`config.mk`:
```
export PLATFORM = sky130hd
export DESIGN_NAME = scaler_cfg
export DESIGN_NICKNAME = d
export VERILOG_FILES = /design/src/rtl/scaler_cfg.sv
export SDC_FILE = /design/constraint.sdc
export NUM_CORES = 1
export LEC_CHECK = 0
export BUFFER_PORTS_ARGS = -buffer_cell sky130_fd_sc_hd__buf_4
export CORE_UTILIZATION = 25
export DETAILED_ROUTE_END_ITERATION = 10
export GPL_TIMING_DRIVEN = 1
export PLACE_DENSITY = 0.52
export SLEW_MARGIN = 5
export SYNTH_ARGS = -nofsm -noshare
export SYNTH_HDL_FRONTEND = slang
export SYNTH_SLANG_ARGS = --single-unit
```
`constraint.sdc`:
```
create_clock -name clk -period 2.65 [get_ports clk]
set_clock_uncertainty 0.15 [all_clocks]
set_input_delay 0.53 -clock clk [delete_from_list [all_inputs] [get_ports clk]]
set_output_delay 0.53 -clock clk [all_outputs]
set_load 0.03 [all_outputs]
```
`src/rtl/scaler_cfg.sv`:
```
// scaler_cfg: frame-synchronous scale-step configuration and video timing counters.
// Ports: clk/rst, cfg_wr_i/cfg_step_i/cfg_busy_o/cfg_applied_o/err_o, hs_i/vs_i/de_i,
//        scale_step_o, line_width_o, line_cnt_o, frame_cnt_o.
module scaler_cfg #(
  parameter int STEP_WIDTH = 16,
  parameter int PIXEL_STEP = 128,
  parameter int MAX_STEP   = 512,
  parameter int CNT_WIDTH  = 16
) (
  input  logic                  clk,
  input  logic                  rst,
  input  logic                  cfg_wr_i,
  input  logic [STEP_WIDTH-1:0] cfg_step_i,
  output logic                  cfg_busy_o,
  output logic                  cfg_applied_o,
  output logic                  err_o,
  input  logic                  hs_i,
  input  logic                  vs_i,
  input  logic                  de_i,
  output logic [STEP_WIDTH-1:0] scale_step_o,
  output logic [CNT_WIDTH-1:0]  line_width_o,
  output logic [CNT_WIDTH-1:0]  line_cnt_o,
  output logic [CNT_WIDTH-1:0]  frame_cnt_o
);

  localparam logic [STEP_WIDTH-1:0] STEP_ONE =
    STEP_WIDTH'(PIXEL_STEP);
  localparam logic [STEP_WIDTH-1:0] STEP_MAX =
    STEP_WIDTH'(MAX_STEP);
  localparam logic [CNT_WIDTH-1:0] CNT_ONE =
    CNT_WIDTH'(1);

  typedef enum logic {
    IDLE = 1'b0,
    PEND = 1'b1
  } state_t;

  state_t                  state;
  state_t                  state_n;
  logic [STEP_WIDTH-1:0]   shadow;
  logic [STEP_WIDTH-1:0]   shadow_n;
  logic [STEP_WIDTH-1:0]   step_n;
  logic                    applied_n;
  logic                    err_n;
  logic                    wr_ok;
  logic                    wr_bad;

  logic [CNT_WIDTH-1:0]    pix_cnt;
  logic [CNT_WIDTH-1:0]    pix_inc;

  assign wr_ok  = cfg_wr_i
               && (cfg_step_i != '0)
               && (cfg_step_i <= STEP_MAX);
  assign wr_bad = cfg_wr_i && !wr_ok;

  // state is a flop, so busy is registered as well
  assign cfg_busy_o = (state == PEND);

  always_ff @(posedge clk) begin
    if (rst) begin
      state         <= IDLE;
      shadow        <= STEP_ONE;
      scale_step_o  <= STEP_ONE;
      cfg_applied_o <= 1'b0;
      err_o         <= 1'b0;
    end else begin
      state         <= state_n;
      shadow        <= shadow_n;
      scale_step_o  <= step_n;
      cfg_applied_o <= applied_n;
      err_o         <= err_n;
    end
  end

  always_comb begin
    state_n   = state;
    shadow_n  = shadow;
    step_n    = scale_step_o;
    applied_n = 1'b0;
    err_n     = err_o | wr_bad;
    unique case (state)
      IDLE: begin
        // a write landing on vs only arms the
        // next frame; nothing is applied now
        if (wr_ok) begin
          shadow_n = cfg_step_i;
          state_n  = PEND;
        end
      end
      PEND: begin
        if (vs_i) begin
          step_n    = shadow;
          applied_n = 1'b1;
          state_n   = IDLE;
        end
        // old shadow is applied above, the new
        // write stays pending for the next frame
        if (wr_ok) begin
          shadow_n = cfg_step_i;
          state_n  = PEND;
        end
      end
    endcase
  end

  // pixel count including a de_i in this cycle
  assign pix_inc = pix_cnt + CNT_WIDTH'(de_i);

  always_ff @(posedge clk) begin
    if (rst) begin
      pix_cnt      <= '0;
      line_width_o <= '0;
    end else if (hs_i) begin
      line_width_o <= pix_inc;
      pix_cnt      <= CNT_WIDTH'(de_i);
    end else begin
      pix_cnt      <= pix_inc;
    end
  end

  always_ff @(posedge clk) begin
    if (rst) begin
      line_cnt_o <= '0;
    end else if (hs_i && vs_i) begin
      line_cnt_o <= '0;
    end else if (hs_i) begin
      line_cnt_o <= line_cnt_o + CNT_ONE;
    end
  end

  always_ff @(posedge clk) begin
    if (rst) begin
      frame_cnt_o <= '0;
    end else if (vs_i) begin
      frame_cnt_o <= frame_cnt_o + CNT_ONE;
    end
  end

endmodule

```
After elaboration in Yosys (flattened, before gate mapping)
Index checks and enable logic that the tools add are counted.
- flip-flop bits (word level): 99
- logic and storage cells: 33
- output and inout port bits: 67
- bits of input ports: 22
- reduce and logical (&&, ||, !) cells: 10
- $lt $le $gt $ge: 1
- bitwise gates (word level): 2
- multiplexer cells: 7
- $add $sub $neg: 3
- operators by type and width (kind ; number):
    16-bit by 1-bit adder with 16-bit output (second input constant) ; 2
    16-bit by 1-bit adder with 16-bit output ; 1
    16-bit by 10-bit <= comparator with 1-bit output (second input constant) ; 1
    16-bit two-way mux ; 1
    16-bit nonzero test ; 1
    2-bit OR reduction ; 3
    1-bit two-way mux ; 5
    1-bit logical AND ; 4
    1-bit case mux with 2 select lines ; 1
    2-bit AND reduction ; 1
    1-bit logical NOT ; 1
    1-bit inverter ; 1
    1-bit OR ; 1

Longest topological paths before layout
- word-level depth: 6
- depth in mapped cells: 6
- mapped depth without buffers: 5

Worst setup path after synthesis
OpenSTA, ideal clock, no wires.
- path kind: register to register
- start point: reg line_cnt_o[3]
- end point: reg line_cnt_o[15]
- required time: 2430 ps
- cell stages (with the launch flop): 5
- path buffers: 0
- period minus slack after synthesis: 2129 ps
- library setup time: 70 ps
- data arrival time: 1909 ps
- path slack: 521 ps
- path through: dfxtp_1 > nand4_4 > or4_4 > or4_1 > a21oi_1
- word-level cells in the longest chain between the ends: 1
- ends and longest elaborated chain (element ; line ; text):
    start: declaration ; 22 ; output logic [CNT_WIDTH-1:0] line_cnt_o,
    start signal: assignment ; 127 ; line_cnt_o <= line_cnt_o + CNT_ONE;
    16-bit by 1-bit adder with 16-bit output ; 127 ;
No other way between the ends.
A chain may end at the register's enable or synchronous reset.

Final worst setup path
Ends and elaborated chain as after synthesis.

==> metrics.yaml <==
status: "finished, final reports clean"
ctsHtreeMaxLevel: 3
wire_per_inst_um: 12.4
ys_ff_latch: 99
core.rowCount: 45
yosys.area.top_type_share: 0.503
place_inst: 720
timing.fmax_mhz: 484
grt_pass1_wl_um: 15100
grt_overflow: 0
min_path_cells: 3
fin_area_um2: 5110
maxCapViolCount: 0
syn_avg_cell_area_um2: 8.98
hp-start: "de_i"
diodes: 0
finalHoldViolCount: 0
grt_max_degree: 40
cts_buffers: 9
swShare: 0.244
r2r_setup_slack_ns: 0.58
reg2reg_to: "line_cnt_o[15]"
syn-cell-area_um2: 3940
report.final.slew_viol_count: 0
yosys_warnings: 0
cts_max_path_buffers: 2
drt_iter0_markers: 126
ys_top_cells_by_count: "dfxtp_1, nor2_1, nand2_1"
die-area_um2: 16300
ys_seq_area_frac: 0.503
synth_top_cell_by_area: "dfxtp_1"
num_vias: 3303
postRouteAntennaNets: 0
cts-root-buf: "clkbuf_16"
leakage_uw: 0.00190
fp.dieW_um: 128
gp_congestion: 0.741
min_delay_worst_endpoint: "pix_cnt[0]"
syn_to_final_growth_pct: 29.7
ir_drop_uv: 262
first_pass_iters: 4
synth_fp_nets: 465
min_path_type: "in2reg"
coreArea_um2: 15300
p_per_area_nw_per_um2: 587
synth_cell_types: 41
crit_required_ns: 2.78
p_switching_uw: 733
arrival_ns: 2.19
clk_latency_ns: 0.35
finalCritPeriodShare: 0.780
utilization: 0.334
post_dp_cell_area_um2: 4820
vias_per_cell: 4.49
synth-edff-count: 0
cts_tree: "yes"
rsz0062_at_grt: "false"
hpwl_um: 6550
power_frac_seq: 0.507
period_needed_ns: 2.07
end_kind: "register"
grt_pass1_vias: 3147
cts.repair.resized: 0
clk_pin_slew_ns: 0.07
start_util: 0.258
drive_gt1_frac: 0.227
antenna_found_initial: 0
synth-main-ff-cell: "dfxtp_1"
yosysMostFrequentCell: "dfxtp_1"
clockPowerShare: 0.428
setup_viol: 0
worst_pin_slew_ns: 0.571
p_int_uw: 2270
cp_max_fo: 7
ys_async_sr_fraction: 0
reg2reg_from: "line_cnt_o[3]"
grt_use_total: 0.117
rr_worst_depth: 4
ctsHoldBuffers: 0
relSlewSlack: 0.619
die_h_um: 128
cts_setup_buffers: 0
drc: 0
syn_inst: 439
port_buffers: 88
cts.sinks: 99
total_power_uw: 3000
wl_um: 9120
nNetsFinal: 546
worstSetupPathType: "reg2reg"
io_pins: 89
finalSetupTns_ns: 0
synth.area.top_cells: "dfxtp_1, nor2_1, nand2_1"
pwr-share-comb: 0.064
instances_no_fill: 736
worstSetupStartpointType: "register"
## cell type report
type	count	area [um2]
clock inverters	6	55.1
multi-input cells	306	1830
repair buffers	94	706
clock buffers	10	239
inverters	10	37.5
flip-flops and latches	99	1980
fillers	1627	10200
well taps	211	264
## kinds of logic (layout without fill, tap and decap cells)
| logic type | after synthesis | after routing | synth area share |
|---|---|---|---|
| flip-flops | 99 | 99 | 0.503 |
| AND/OR/NAND/NOR | 200 | 200 | 0.257 |
| XOR/XNOR | 34 | 34 | 0.0755 |
| buffers and inverters | 34 | 120 | 0.0330 |
| adder cells (fa/ha/maj) | 4 | 4 | 0.0127 |
| multiplexers | 15 | 15 | 0.0381 |
| AO/OA/AOI/OAI | 53 | 53 | 0.0809 |
## layer usage
metal / vias up / share of wire / wire length (um) / global-route usage
li1: 1671 / - / - / -
met4: 0 / 0.019 / 176 / 0.0561
met3: 12 / 0.042 / 380 / 0.0281
met1: 1558 / 0.47 / 4290 / 0.142
met2: 62 / 0.47 / 4280 / 0.193
met5: - / 0 / 0 / 0
## sequential cells by signal, indices dropped and copies added, names as in the netlist
register       count
shadow            16
cfg_applied_o      1
frame_cnt_o       16
scale_step_o      16
line_cnt_o        16
pix_cnt           16
err_o              1
line_width_o      16
cfg_busy_o         1
## worst max-delay path by stage
stage	start	to	depth (start not counted)
after global routing	line_cnt_o[2]	line_cnt_o[13]	4
final	line_cnt_o[3]	line_cnt_o[15]	4
after detailed placement	cfg_step_i[5]	shadow[8]	6
after CTS	line_cnt_o[3]	line_cnt_o[15]	4
after global placement	cfg_step_i[5]	shadow[5]	6
after floorplan	line_cnt_o[3]	line_cnt_o[15]	4
## power by group through the flow
stage               sequential, uW  combinational, uW  clock, uW
finish                        1520                192       1290
global route                  1530                209       1410
CTS                           1520                196       1340
detailed placement            1560                196          0
global placement              1560                193          0
floorplan                     1590               78.6          0
## critical path, cell delays in order, from the launching register on
cell     delay (ns)
dfxtp_1        0.50
nand4_4        0.18
or4_4          0.55
or4_1          0.48
a21oi_1        0.14
## through the flow
step                hold slack (ns)  setup WS (ns)
global route                  0.308          0.499
finish                        0.294          0.582
global placement              0.293          0.363
detailed placement            0.301          0.267
floorplan                     0.277          0.521
CTS                           0.280          0.578
## placed cells by master, fill, tap and decap left out, types with 3 or more instances in the layout
master / netlist / layout
nand2b_1: 20 / 20
nor2_1: 61 / 61
nor3b_1: 6 / 6
or3_2: 3 / 3
or3_1: 6 / 6
clkbuf_16: 0 / 9
o21ai_0: 8 / 8
and3_1: 3 / 3
xnor2_1: 18 / 18
nand4_1: 16 / 16
inv_1: 10 / 10
ha_1: 4 / 4
a21oi_1: 25 / 25
nor3_1: 7 / 7
buf_4: 0 / 94
nand3_1: 13 / 13
xor2_1: 16 / 16
inv_6: 0 / 3
nand2_1: 43 / 43
mux2i_1: 15 / 15
a211oi_1: 12 / 12
nor4_1: 10 / 10
dfxtp_1: 99 / 99
(Power assumes the default switching activity.)
